[config.mk]
export PLATFORM = sky130hd
export DESIGN_NAME = z80_busrq_arb
export DESIGN_NICKNAME = d
export VERILOG_FILES = /design/src/rtl/z80_bus_pkg.sv /design/src/rtl/z80_busrq_timer.sv /design/src/rtl/z80_busrq_arb.sv
export SDC_FILE = /design/constraint.sdc
export NUM_CORES = 1
export LEC_CHECK = 0
export CORE_MARGIN = 3
export CORE_UTILIZATION = 49
export DETAILED_ROUTE_END_ITERATION = 12
export GPL_TIMING_DRIVEN = 0
export PLACE_DENSITY = 0.75
export SETUP_SLACK_MARGIN = 0.15
export SLEW_MARGIN = 40
export SYNTH_ARGS = -nofsm -noshare
export SYNTH_HDL_FRONTEND = slang
export SYNTH_SLANG_ARGS = --single-unit
export TNS_END_PERCENT = 5
[constraint.sdc]
create_clock -name clk -period 1.95 [get_ports clk]
set_clock_uncertainty 0.1 [all_clocks]
set_input_delay 0.4875 -clock clk [delete_from_list [all_inputs] [get_ports clk]]
set_output_delay 0.4875 -clock clk [all_outputs]
set_load 0.01 [all_outputs]
[src/rtl/z80_bus_pkg.sv]
// Shared types and defaults for the tv80s bus-request arbiter and its timer.
// Provides the FSM state enum, the timer width, the parameter defaults and the length clamp.
package z80_bus_pkg;

    localparam int TMR_W           = 8;
    localparam int HOLD_MAX_DEF    = 100;
    localparam int ACK_TIMEOUT_DEF = 64;

    typedef enum logic [2:0] {
        ST_IDLE,
        ST_REQ,
        ST_GRANT,
        ST_REL,
        ST_GAP
    } arb_state_e;

    // A zero length or an over-long request both collapse to the maximum hold.
    function automatic logic [TMR_W-1:0] clamp_len(
        input logic [TMR_W-1:0] len,
        input logic [TMR_W-1:0] max_len
    );
        if (len == '0 || len > max_len) begin
            return max_len;
        end
        return len;
    endfunction

endpackage

[src/rtl/z80_busrq_timer.sv]
// Loadable down counter shared by the acknowledge timeout and the grant hold.
// expire_o marks the last counted cycle (count == 1), so a load of N spans exactly N cycles.
module z80_busrq_timer
    import z80_bus_pkg::*;
(
    input  logic             clk,
    input  logic             reset,
    input  logic             load_i,
    input  logic [TMR_W-1:0] load_val_i,
    input  logic             en_i,
    output logic             expire_o
);

    logic [TMR_W-1:0] cnt_q;
    logic [TMR_W-1:0] cnt_d;

    always_comb begin
        cnt_d = cnt_q;
        if (load_i) begin
            cnt_d = load_val_i;
        end else if (en_i && cnt_q != '0) begin
            cnt_d = cnt_q - 1'b1;
        end
    end

    always_ff @(posedge clk or posedge reset) begin
        if (reset) begin
            cnt_q <= '0;
        end else begin
            cnt_q <= cnt_d;
        end
    end

    assign expire_o = (cnt_q == TMR_W'(1));

endmodule

[src/rtl/z80_busrq_arb.sv]
// Hands the tv80s memory bus to a secondary master via BUSRQ/BUSAK with
// bounded hold time, acknowledge timeout and a guaranteed CPU gap between grants.
module z80_busrq_arb
    import z80_bus_pkg::*;
#(
    parameter int HOLD_MAX    = HOLD_MAX_DEF,
    parameter int ACK_TIMEOUT = ACK_TIMEOUT_DEF
) (
    input  logic             clk,
    input  logic             reset,
    input  logic             dma_req,
    input  logic [TMR_W-1:0] dma_len,
    input  logic             busak_n,
    output logic             busrq_n,
    output logic             dma_gnt,
    output logic             mem_sel,
    output logic             dma_done,
    output logic             ack_timeout,
    output logic             busy
);

    if (HOLD_MAX < 1 || HOLD_MAX > 255) begin : g_bad_hold_max
        $error("z80_busrq_arb: HOLD_MAX must lie in 1..255");
    end
    if (ACK_TIMEOUT < 1 || ACK_TIMEOUT > 255) begin : g_bad_ack_timeout
        $error("z80_busrq_arb: ACK_TIMEOUT must lie in 1..255");
    end

    localparam logic [TMR_W-1:0] HOLD_C = TMR_W'(HOLD_MAX);
    localparam logic [TMR_W-1:0] ACK_C  = TMR_W'(ACK_TIMEOUT);

    arb_state_e       state_q, state_d;
    logic [TMR_W-1:0] len_q, len_d;
    logic             withdrawn_q, withdrawn_d;
    logic             granted_q, granted_d;
    logic             busrq_n_q, gnt_q, done_q, ack_to_q, busy_q;

    logic             tmr_load;
    logic [TMR_W-1:0] tmr_val;
    logic             tmr_en;
    logic             tmr_expire;
    logic             timeout_evt;

    z80_busrq_timer u_timer (
        .clk        (clk),
        .reset      (reset),
        .load_i     (tmr_load),
        .load_val_i (tmr_val),
        .en_i       (tmr_en),
        .expire_o   (tmr_expire)
    );

    always_comb begin
        state_d     = state_q;
        len_d       = len_q;
        withdrawn_d = withdrawn_q;
        granted_d   = granted_q;
        tmr_load    = 1'b0;
        tmr_val     = ACK_C;
        timeout_evt = 1'b0;

        case (state_q)
            ST_IDLE: begin
                withdrawn_d = 1'b0;
                granted_d   = 1'b0;
                if (dma_req) begin
                    state_d  = ST_REQ;
                    len_d    = clamp_len(dma_len, HOLD_C);
                    tmr_load = 1'b1;
                    tmr_val  = ACK_C;
                end
            end
            ST_REQ: begin
                // Once BUSRQ is out it stays out until the CPU answers, even if the master gave up.
                if (!busak_n) begin
                    if (withdrawn_q || !dma_req) begin
                        state_d = ST_REL;
                    end else begin
                        state_d   = ST_GRANT;
                        granted_d = 1'b1;
                        tmr_load  = 1'b1;
                        tmr_val   = len_q;
                    end
                end else if (tmr_expire) begin
                    state_d     = ST_IDLE;
                    timeout_evt = 1'b1;
                end else if (!dma_req) begin
                    withdrawn_d = 1'b1;
                end
            end
            ST_GRANT: begin
                // Losing BUSAK mid-grant also ends the grant so dma_gnt never outlives the acknowledge.
                if (!dma_req || tmr_expire || busak_n) begin
                    state_d = ST_REL;
                end
            end
            ST_REL: begin
                if (busak_n) begin
                    state_d = ST_GAP;
                end
            end
            ST_GAP: begin
                state_d = ST_IDLE;
            end
            default: begin
                state_d = ST_IDLE;
            end
        endcase

        tmr_en = (state_q == ST_REQ || state_q == ST_GRANT) && !tmr_load;
    end

    always_ff @(posedge clk or posedge reset) begin
        if (reset) begin
            state_q     <= ST_IDLE;
            len_q       <= '0;
            withdrawn_q <= 1'b0;
            granted_q   <= 1'b0;
            busrq_n_q   <= 1'b1;
            gnt_q       <= 1'b0;
            done_q      <= 1'b0;
            ack_to_q    <= 1'b0;
            busy_q      <= 1'b0;
        end else begin
            state_q     <= state_d;
            len_q       <= len_d;
            withdrawn_q <= withdrawn_d;
            granted_q   <= granted_d;
            busrq_n_q   <= !(state_d == ST_REQ || state_d == ST_GRANT);
            gnt_q       <= (state_d == ST_GRANT);
            done_q      <= (state_d == ST_GAP) && granted_q;
            ack_to_q    <= timeout_evt;
            busy_q      <= (state_d != ST_IDLE);
        end
    end

    assign busrq_n     = busrq_n_q;
    assign dma_gnt     = gnt_q;
    assign mem_sel     = gnt_q;
    assign dma_done    = done_q;
    assign ack_timeout = ack_to_q;
    assign busy        = busy_q;

endmodule

==> impl_metrics.ini <==
[status]
status = finished, violations left
violations = setup timing

[floorplanning]
dieArea_um2 = 3550
fp.coreArea_um2 = 2590
rows = 18
ios = 18
initial_core_util_pct = 54.3
die_h_um = 59.6
die_w_um = 59.6

[power_and_ir_drop]
switchingPower_uw = 1160
p_int_uw = 1660
seqPwrFrac_pct = 33.4
max-vdd-ir-drop_uv = 1230
p_leak_uw = 0.000861
clkPwrFrac_pct = 8.2
powerDensity_nw_per_um2 = 1490
p_comb_share_pct = 58.3
p_sw_share_pct = 41.1
finalPower_uw = 2820

[yosys]
synthSimpleGateAreaFrac_pct = 21.5
synthesis.nets = 153
synth_edf_count = 0
yosysTopAreaCellShare_pct = 44.5
synth_area_um2 = 1410
yosysSeqAreaShare_pct = 46.4
synth_warnings = 0
synthTopCellsByCount = dfrtp_1, inv_1, nor2_1
async_reset_ff_share_pct = 100
synth_compound_gate_area_share_pct = 20.7
synth_cells = 139
ys.flop_type = dfrtp_1
synth_area_leaders = dfrtp_1, a2bb2oi_1, inv_1, nor3_1, nor2_1
synth_top_family_by_area = simple AND/OR/NAND/NOR gates
synth-xor-area-share_pct = 0.623
synth_mux_area_share_pct = 3.03
yosysMostFrequentCell = dfrtp_1
ys_ff_latch = 26
avgSynthCellArea_um2 = 10.1
synthAdderAreaFrac_pct = 1.78
synth.distinct_cells = 50
synth.largest_area_cell = dfrtp_1

[sta]
finalCritPeriodShare_pct = 102
slew_viol_final = 0
period_needed_ns = 1.99
max_freq_mhz = 504
tns_ns = -0.104
final_hold_viol_count = 0
slew_headroom_pct = 64.6
hold_ws_ns = 0.401
rsz0062_at_grt = yes
setup_slack_ns = -0.0350
finalSetupViolations = 4
tightest_slew_ns = 0.531

[place]
gp_congestion = 0.860
detailed_place_hpwl_mm = 2.16
io_buffers = 16
dp.cells = 185

[setup_path]
crit_fanout = 4
startpoint_type = register
cp.required_ns = 2.08
slowest_stage = or4b_4
worstPathCellList = or4b_4 > buf_6 > or4_4 > o22a_1
end_kind = register
critPathMaxStageDelay_ns = 0.54
path_class = register to register
cp_data_arrival_time_ns = 2.11

[drt]
wl_mm = 3.34
drc = 0
drtAntennaViolNets = 0
wl_per_cell_um = 16.4
drt_iter0_drc = 47
routed_via_density = 6.23
first_pass_iters = 4
vias = 1264

[finish]
layout.nets = 188
nFillCells = 168
antenna_cells = 0
drive_above_1_share_pct = 29.5
area_delta_synth_final_pct = 34.9
stdcell_count = 203
top_regs = len_q x8, u_timer.cnt_q x8, state_q x3

[clocking]
root_buffer = clkbuf_4
ctsHtreeMaxLevel = 1
cts_tree = built
clkTransAtPathRegs_ns = 0.14
clk_latency_ns = 0.32
cts_buffer_depth = 2
cts_buffers = 3
cts.sinks = 26

[global_route]
grt_pass1_vias = 1165
grt_max_degree = 27
grt_usage_pct = 19.2
grt_overflow = 0
grt_pass1_wl_mm = 5.21
grt_antenna_before_repair = 0

[min_path]
hold_class = register to register

[run]
maxCapViolations = 0
## cell usage in the layout (no fill, tap or decap), types with 3 or more instances in the layout
cell type         n
nand2_1           6
clkdlybuf4s50_1   9
a22o_1            4
a2bb2oi_1         3
dfrtp_1          25
a21oi_1           6
inv_2             4
clkbuf_4          3
o22a_1            4
dlymetal6s2s_1    4
buf_4            16
inv_1             8
nor2_1           10
nor3_1            6
## what timing repair did
action,4_1_cts,5_1_grt
endpoints found under the setup margin,22,24
pin swaps,1,10
gates resized for setup,14,22
cloned,0,1
hold buffers,0,0
buffers inserted,8,5
## critical path: cells and delay by family (launching register included)
kind | cells | cell delay (ns)
flops | 1 | 0.42
compound gates | 1 | 0.18
simple gates | 2 | 1.06
buf+inv | 1 | 0.14
## worst paths after layout
kind / from / end / slack, ns / cells after the start
worst max-delay path: state_q[2] / len_q[2] / -0.04 / 4
worst min-delay path: granted_q / dma_done / 0.40 / 1
worst max register to register: state_q[2] / len_q[2] / -0.04 / 4
worst min register to register: granted_q / dma_done / 0.40 / 1
max in group asynchronous: reset / busrq_n / 0.97 / 2
min in group asynchronous: reset / u_timer.cnt_q[6] / 0.41 / 2
## routing by layer
layer | global-route usage (%) | up-vias | wire length, um
li1 | - | 582 | -
met1 | 26.5 | 622 | 1480
met3 | 2.18 | 9 | 212
met5 | 0 | - | 0
met2 | 30.1 | 51 | 1570
met4 | 8.54 | 0 | 76
## power groups by stage
stage                     clock [uW]  sequential [uW]  combinational, uW
after floorplan                    0              879                922
final                            233              944               1650
after global routing             260              960               1810
after global placement             0              897               1190
after CTS                        242              912               1350
after detailed placement           0              906               1230
## layout make-up
type	count	area (um^2)	share of cell area, %
multi-input combinational	93	801	42.2
sequential	26	652	34.4
timing repair buffer	30	268	14.1
buffer	8	66.3	3.50
inverter	12	45.0	2.38
tap	30	37.5	1.98
clock buffer	4	26.3	1.39
## kinds of logic after synthesis
group	Yosys count
AND/OR/NAND/NOR	49
XOR/XNOR	1
flip-flops	26
AO/OA/AOI/OAI	37
buffers and inverters	20
adder cells (fa/ha/maj)	2
multiplexers	4
## stage by stage
step	util (%)	instance area [um^2]	setup slack (ns)
6_report	73.2	1900	-0.0350
5_1_grt	73.2	1900	-0.0819
4_1_cts	67.9	1760	-0.0309
3_5_place_dp	62.6	1620	-0.637
3_3_place_gp	62.6	1620	-0.616
2_1_floorplan	-	1420	-0.00700
Power figures use the tool's default switching activity.
==> variant 1 (same flow settings) <==
Remove the register `ack_to_q`: a continuous assignment takes its place, so the output `ack_timeout` follows one clock earlier.
--- a/src/rtl/z80_busrq_arb.sv
+++ b/src/rtl/z80_busrq_arb.sv
@@ -120,5 +120,4 @@
             gnt_q       <= 1'b0;
             done_q      <= 1'b0;
-            ack_to_q    <= 1'b0;
             busy_q      <= 1'b0;
         end else begin
@@ -130,8 +129,9 @@
             gnt_q       <= (state_d == ST_GRANT);
             done_q      <= (state_d == ST_GAP) && granted_q;
-            ack_to_q    <= timeout_evt;
             busy_q      <= (state_d != ST_IDLE);
         end
     end
+
+    assign ack_to_q = timeout_evt;
 
     assign busrq_n     = busrq_n_q;
Behaviour: no difference found for any inputs over 10 cycles, from zero or initial values and one cycle with reset high; that may be too few to reach the edited logic, so the function may still have changed.
==> variant 1 against the unedited design <==
  * Maximum frequency shrank 4.0%
  * Synthesized area shrank 1.8%
  * Routed wire length shrank 5.5%
  * Worst hold slack gained 13 ps
  * Design area shrank 6.8%
  * Sequential cell count shrank 1
  * Total power shrank 8.6%
  * The run still ends with negative setup slack left
  * Setup slack lost 82 ps
  * Highest routed layer unchanged
  * Sequential share of layout area grew 1.4 points
  * Final cell count shrank 4.9%
  * Non-clock buffer count shrank 9
==> variant 1: results (changes against the unedited design) <==
| Metric | Value |
|---|---|
| Status | `finished with violations` |
| Failing checks | `negative setup slack` |
| Drt via density | `6.140 (-1.4%)` |
| Num CTS Buffers | `3 (unchanged)` |
| First-pass GRT wire length | `5478 microns (+5.2%)` |
| Number of diodes | `0 (unchanged)` |
| Largest fanout on the critical path | `5 (+1)` |
| Pre-antenna DRT Iters | `4 (unchanged)` |
| Ys Warns | `0 (unchanged)` |
| Max clock buf depth | `2 (unchanged)` |
| Hold Path Class | `in -> async` |
| H-Tree Depth | `1 (unchanged)` |
| Post-synth top cells | `24 x dfrtp_1, 11 x inv_1, 10 x nor2_1` |
| GRT Total Usage | `0.2042 (+0.01266)` |
| Top Registers | `len_q x8, u_timer.cnt_q x8, state_q x3` |
| Placed cell count | `184 (-0.54%)` |
| FFs w/ async S/R, synth | `1.000 (unchanged)` |
| Crit-path leading delay family | `simple AND/OR/NAND/NOR gates` |
| Sequential area share after synthesis | `0.4542 (-0.009720)` |
| # setup viols final | `7 (+3)` |
| Latest clock arrival within the worst-skew pair | `320 ps (about the same)` |
| CTS Root Cell | `clkbuf_4` |
| Vias in the first global route | `1241 (+6.5%)` |
| Top cells by area, synth | `dfrtp_1 44%, a2bb2oi_1 3.2%, inv_1 3.0%` |
| Post-DP HPWL | `2243 microns (+3.8%)` |
| Clock slew at reported path FFs | `120 ps (-20 ps)` |
| R2R Setup Slk | `-60 ps (-20 ps)` |
| Leak | `0.0007574 uW (-12%)` |
| Crit-path slowest cell | `dfrtp_2` |
| Tightest Pin Transition | `510.2 ps (-20.58 ps)` |
| Post-synthesis net count | `152 (-0.65%)` |
| Most common cell in the netlist | `dfrtp_1` |
| Synth unique cells | `50 (unchanged)` |
| Max incr delay on CP | `470 ps (-70 ps)` |
| Synth Instances | `138 (-0.72%)` |
| Initial antenna violation count | `0 (unchanged)` |
| WP data arrival | `1480 ps (-630 ps)` |
| First-iteration detailed-routing DRC count | `40 (-15%)` |
| Final wirelength | `3155 microns (-5.5%)` |
| Total Neg Setup Slack | `-331.9 ps (-227.9 ps)` |
| Number of I/O port buffers | `16 (unchanged)` |
| Placer Congestion | `0.9131 (+6.2%)` |
| Final Non-Filler Cells | `193 (-4.9%)` |
| Worst Slack Setup Final | `-117.1 ps (-82.08 ps)` |
| Largest net degree at the start of global routing | `26 (-3.7%)` |
| VDD IR-drop max | `0.9767 mV (-21%)` |
| Layout cells sized above 1 | `0.3006 (+0.005816)` |
[variant 1: what timing repair did]
action,4_1_cts,5_1_grt
pin swaps,6,2
buffers inserted,5,0
hold buffers,0,0
setup endpoints to repair,23,20
resized for setup,29,10
[variant 1: path summary, 6_finish.rpt]
path	start	endpoint	cells after the start
max in group asynchronous	reset	u_timer.cnt_q[0]	2
hold / removal	reset	state_q[2]	2
hold reg to reg	granted_q	dma_done	1
setup reg to reg	state_q[1]	u_timer.cnt_q[2]	6
min in group clk	granted_q	dma_done	1
setup / recovery	u_timer.cnt_q[4]	ack_timeout	4
[variant 1: cells by family (layout without fill, tap and decap cells)]
family	after synthesis	in the layout	share of synthesized area
simple gates	49	49	0.2194
mux	4	4	0.03082
fa+ha+maj	2	2	0.01813
buf+inv	20	45	0.06074
xor+xnor	1	1	0.006347
flops	25	25	0.4542
compound gates	37	37	0.2103
[variant 1: cell type report]
cell class | instances | area [sq um]
inverter | 12 | 45.04
timing repair buffer | 21 | 191.4
multi-input combinational | 93 | 779.5
fill | 196 | 800.8
clock buffer | 4 | 26.28
buffer | 8 | 53.80
sequential | 25 | 633.1
tap | 30 | 37.54
[variant 1: per-layer routing]
metal	track usage	routed length, microns
met1	0.2476	1356
met2	0.3612	1675
met3	0.02614	103
met4	0.08738	20
met5	0	0
[variant 1: power by group]
part	leakage [uW]	switching [uW]	total (uW)	internal, uW
Combinational	0.000443	755	1440	684
Clock	0.0000150	144	224	80.2
Sequential	0.000299	185	918	733
[variant 1: stage by stage]
step	setup WS, ps	hold WS [ps]	total power, uW	area [sq um]
after CTS	-128.9	420.1	2510	1732
after floorplan	-7.004	354.3	1780	1399
after detailed placement	-640.3	389.3	2108	1597
after global placement	-601.1	371.2	2065	1597
final	-117.1	413.3	2581	1767
after global routing	-243.0	440.9	2770	1767
==> variant 2 (same settings) <==
Made on the original files. `TMR_W`: 8 -> 6.
--- a/src/rtl/z80_bus_pkg.sv
+++ b/src/rtl/z80_bus_pkg.sv
@@ -3,5 +3,5 @@
 package z80_bus_pkg;
 
-    localparam int TMR_W           = 8;
+    localparam int TMR_W           = 6;
     localparam int HOLD_MAX_DEF    = 100;
     localparam int ACK_TIMEOUT_DEF = 64;
Ports: changed (resized dma_len); port bits go from 18 to 16. The function was not compared with the original's and may differ.
==> variant 2 against the unedited design <==
  * Count of clock-buffer cells in the layout is 1 lower
  * Design area is 22% lower
  * First-iteration DRC count is 43% lower
  * Via count is 18% lower
  * Combinational power is 33% lower
  * Sequential cell count is 4 lower
  * Maximum frequency is 8.6% higher
  * Total power is 19% lower
  * Register-to-register slack better by 170 ps
  * Synthesized area is 11% lower
  * Routed wire length is 22% lower
  * Setup slack better by 160 ps
  * Highest routed layer unchanged
==> variant 2: results (changes against the unedited design) <==
| Metric | Value |
|---|---|
| Nets | `162 (-14%)` |
| Post-Synth XOR/XNOR Area | `0.02012 (+0.01389)` |
| Int Pwr | `1350 uW (-19%)` |
| Top Registers | `len_q x6, u_timer.cnt_q x6, state_q x3` |
| Slew headroom | `0.6952 (+0.04958)` |
| R2R Setup Slk | `130 ps (+170 ps)` |
| Layout cells sized above 1 | `0.1275 (-0.1673)` |
| CP Capture Point | `dma_gnt` |
| First-iteration detailed-routing DRC count | `27 (-43%)` |
| Status | `completed` |
| Hold Path Class | `in -> reg` |
| # fillers | `194 (+15%)` |
| Sequential area share after synthesis | `0.4437 (-0.02027)` |
| Synth unique cells | `44 (-12%)` |
| Top cells by area, synth | `dfrtp_1 42%, nand2_1 4.8%, nor2_1 4.2%` |
| Final Non-Filler Cells | `177 (-13%)` |
| Placed cell count | `173 (-6.5%)` |
| R2r startpoint | `u_timer.cnt_q[0]` |
| Post-synth top cells | `21 x dfrtp_1, 16 x nand2_1, 14 x nor2_1` |
| Crit path launch | `dma_gnt` |
| Largest fanout on the critical path | `2 (-2)` |
| Crit-path leading delay family | `buffers and inverters` |
| Post-DP Area | `0.001419 sq mm (-13%)` |
| Synth Area in Compound Gates | `0.1650 (-0.04160)` |
| Leak | `0.0006408 uW (-26%)` |
| Final wirelength | `2605 microns (-22%)` |
| Vias | `1039 (-18%)` |
| Post-synthesis net count | `143 (-6.5%)` |
| Placer Congestion | `0.8612 (+0.20%)` |
| VDD IR-drop max | `1.023 mV (-17%)` |
| Number of cells on the worst hold path | `3 (+2)` |
| Post-CTS setup buffer count | `0 (-8)` |
| Number of I/O port buffers | `14 (-2)` |
| First-pass GRT wire length | `4505 microns (-14%)` |
| Worst reg-to-reg path cell count | `6 (+2)` |
| Crit-path slowest cell | `clkdlybuf4s50_1` |
| Worst flop-to-flop path endpoint | `u_timer.cnt_q[5]` |
| # setup viols final | `0 (-4)` |
| GRT Total Usage | `0.1798 (-0.01171)` |
==> variant 2: cell types whose count changed in the layout (fill, tap and decap cells not counted), sizes merged, moves of 5 or more <==
cell | unedited run | this run
nand2 | 6 | 16
inv | 12 | 4
buf | 20 | 5
nand2b | 1 | 6
o21ai | 2 | 9
==> variant 2: worst min-delay path by stage <==
stage | from | end | slack, ps
6_report | busak_n | withdrawn_q | 370
3_5_place_dp | len_q[1] | len_q[1] | 370
3_3_place_gp | len_q[1] | len_q[1] | 360
4_1_cts | busak_n | withdrawn_q | 360
5_1_grt | busak_n | ack_timeout | 390
2_1_floorplan | len_q[1] | len_q[1] | 350
==> variant 2: layout make-up <==
cell class / instances / area [sq um] / area share
Buffer: 6 / 37.54 / 0.02545
Clock buffer: 3 / 22.52 / 0.01527
Clock inverter: 1 / 30.03 / 0.02036
Inverter: 4 / 15.01 / 0.01018
Multi-Input combinational cell: 99 / 639.4 / 0.4334
Sequential cell: 22 / 551.8 / 0.3740
Tap cell: 28 / 35.03 / 0.02375
Timing Repair Buffer: 14 / 143.9 / 0.09754
==> variant 2: power groups by stage <==
stage	logic (uW)	clock network, uW	registers [uW]
finish	1100	354	823
CTS	1100	359	822
detailed placement	1090	0	833
global placement	1050	0	818
global route	1220	377	853
floorplan	822	0	804
==> variant 2: routing by layer <==
metal	share of wire	track usage
met1	0.46	0.2453
met2	0.48	0.2938
met3	0.052	0.02299
met4	0.012	0.06102
met5	0	0
==> variant 2: tightest hold or removal path, cell delays in order <==
cell and delay (ps):
buf_6 100, a31oi_1 80, nor2_1 90
==> variant 2: through the flow <==
step	power, uW	TNS, ps	worst slack (ps)
finish	2280	0	122.5
global placement	1872	-2904	-334.4
detailed placement	1927	-2807	-306.8
CTS	2282	0	12.93
global route	2450	0	33.84
floorplan	1626	0	302.3
==> variant 2: logic make-up after synthesis <==
group                    after synthesis
AND/OR/NAND/NOR                       64
AO/OA/AOI/OAI                         30
flip-flops                            22
buffers and inverters                 10
XOR/XNOR                               2
adder cells (fa/ha/maj)                2
multiplexers                           1
==> variant 2: timing repair <==
| item | 4_1_cts | 5_1_grt |
|---|---|---|
| endpoints found under the setup margin | 14 | 17 |
| resized for setup | 1 | 2 |
| pin swaps | 0 | 1 |
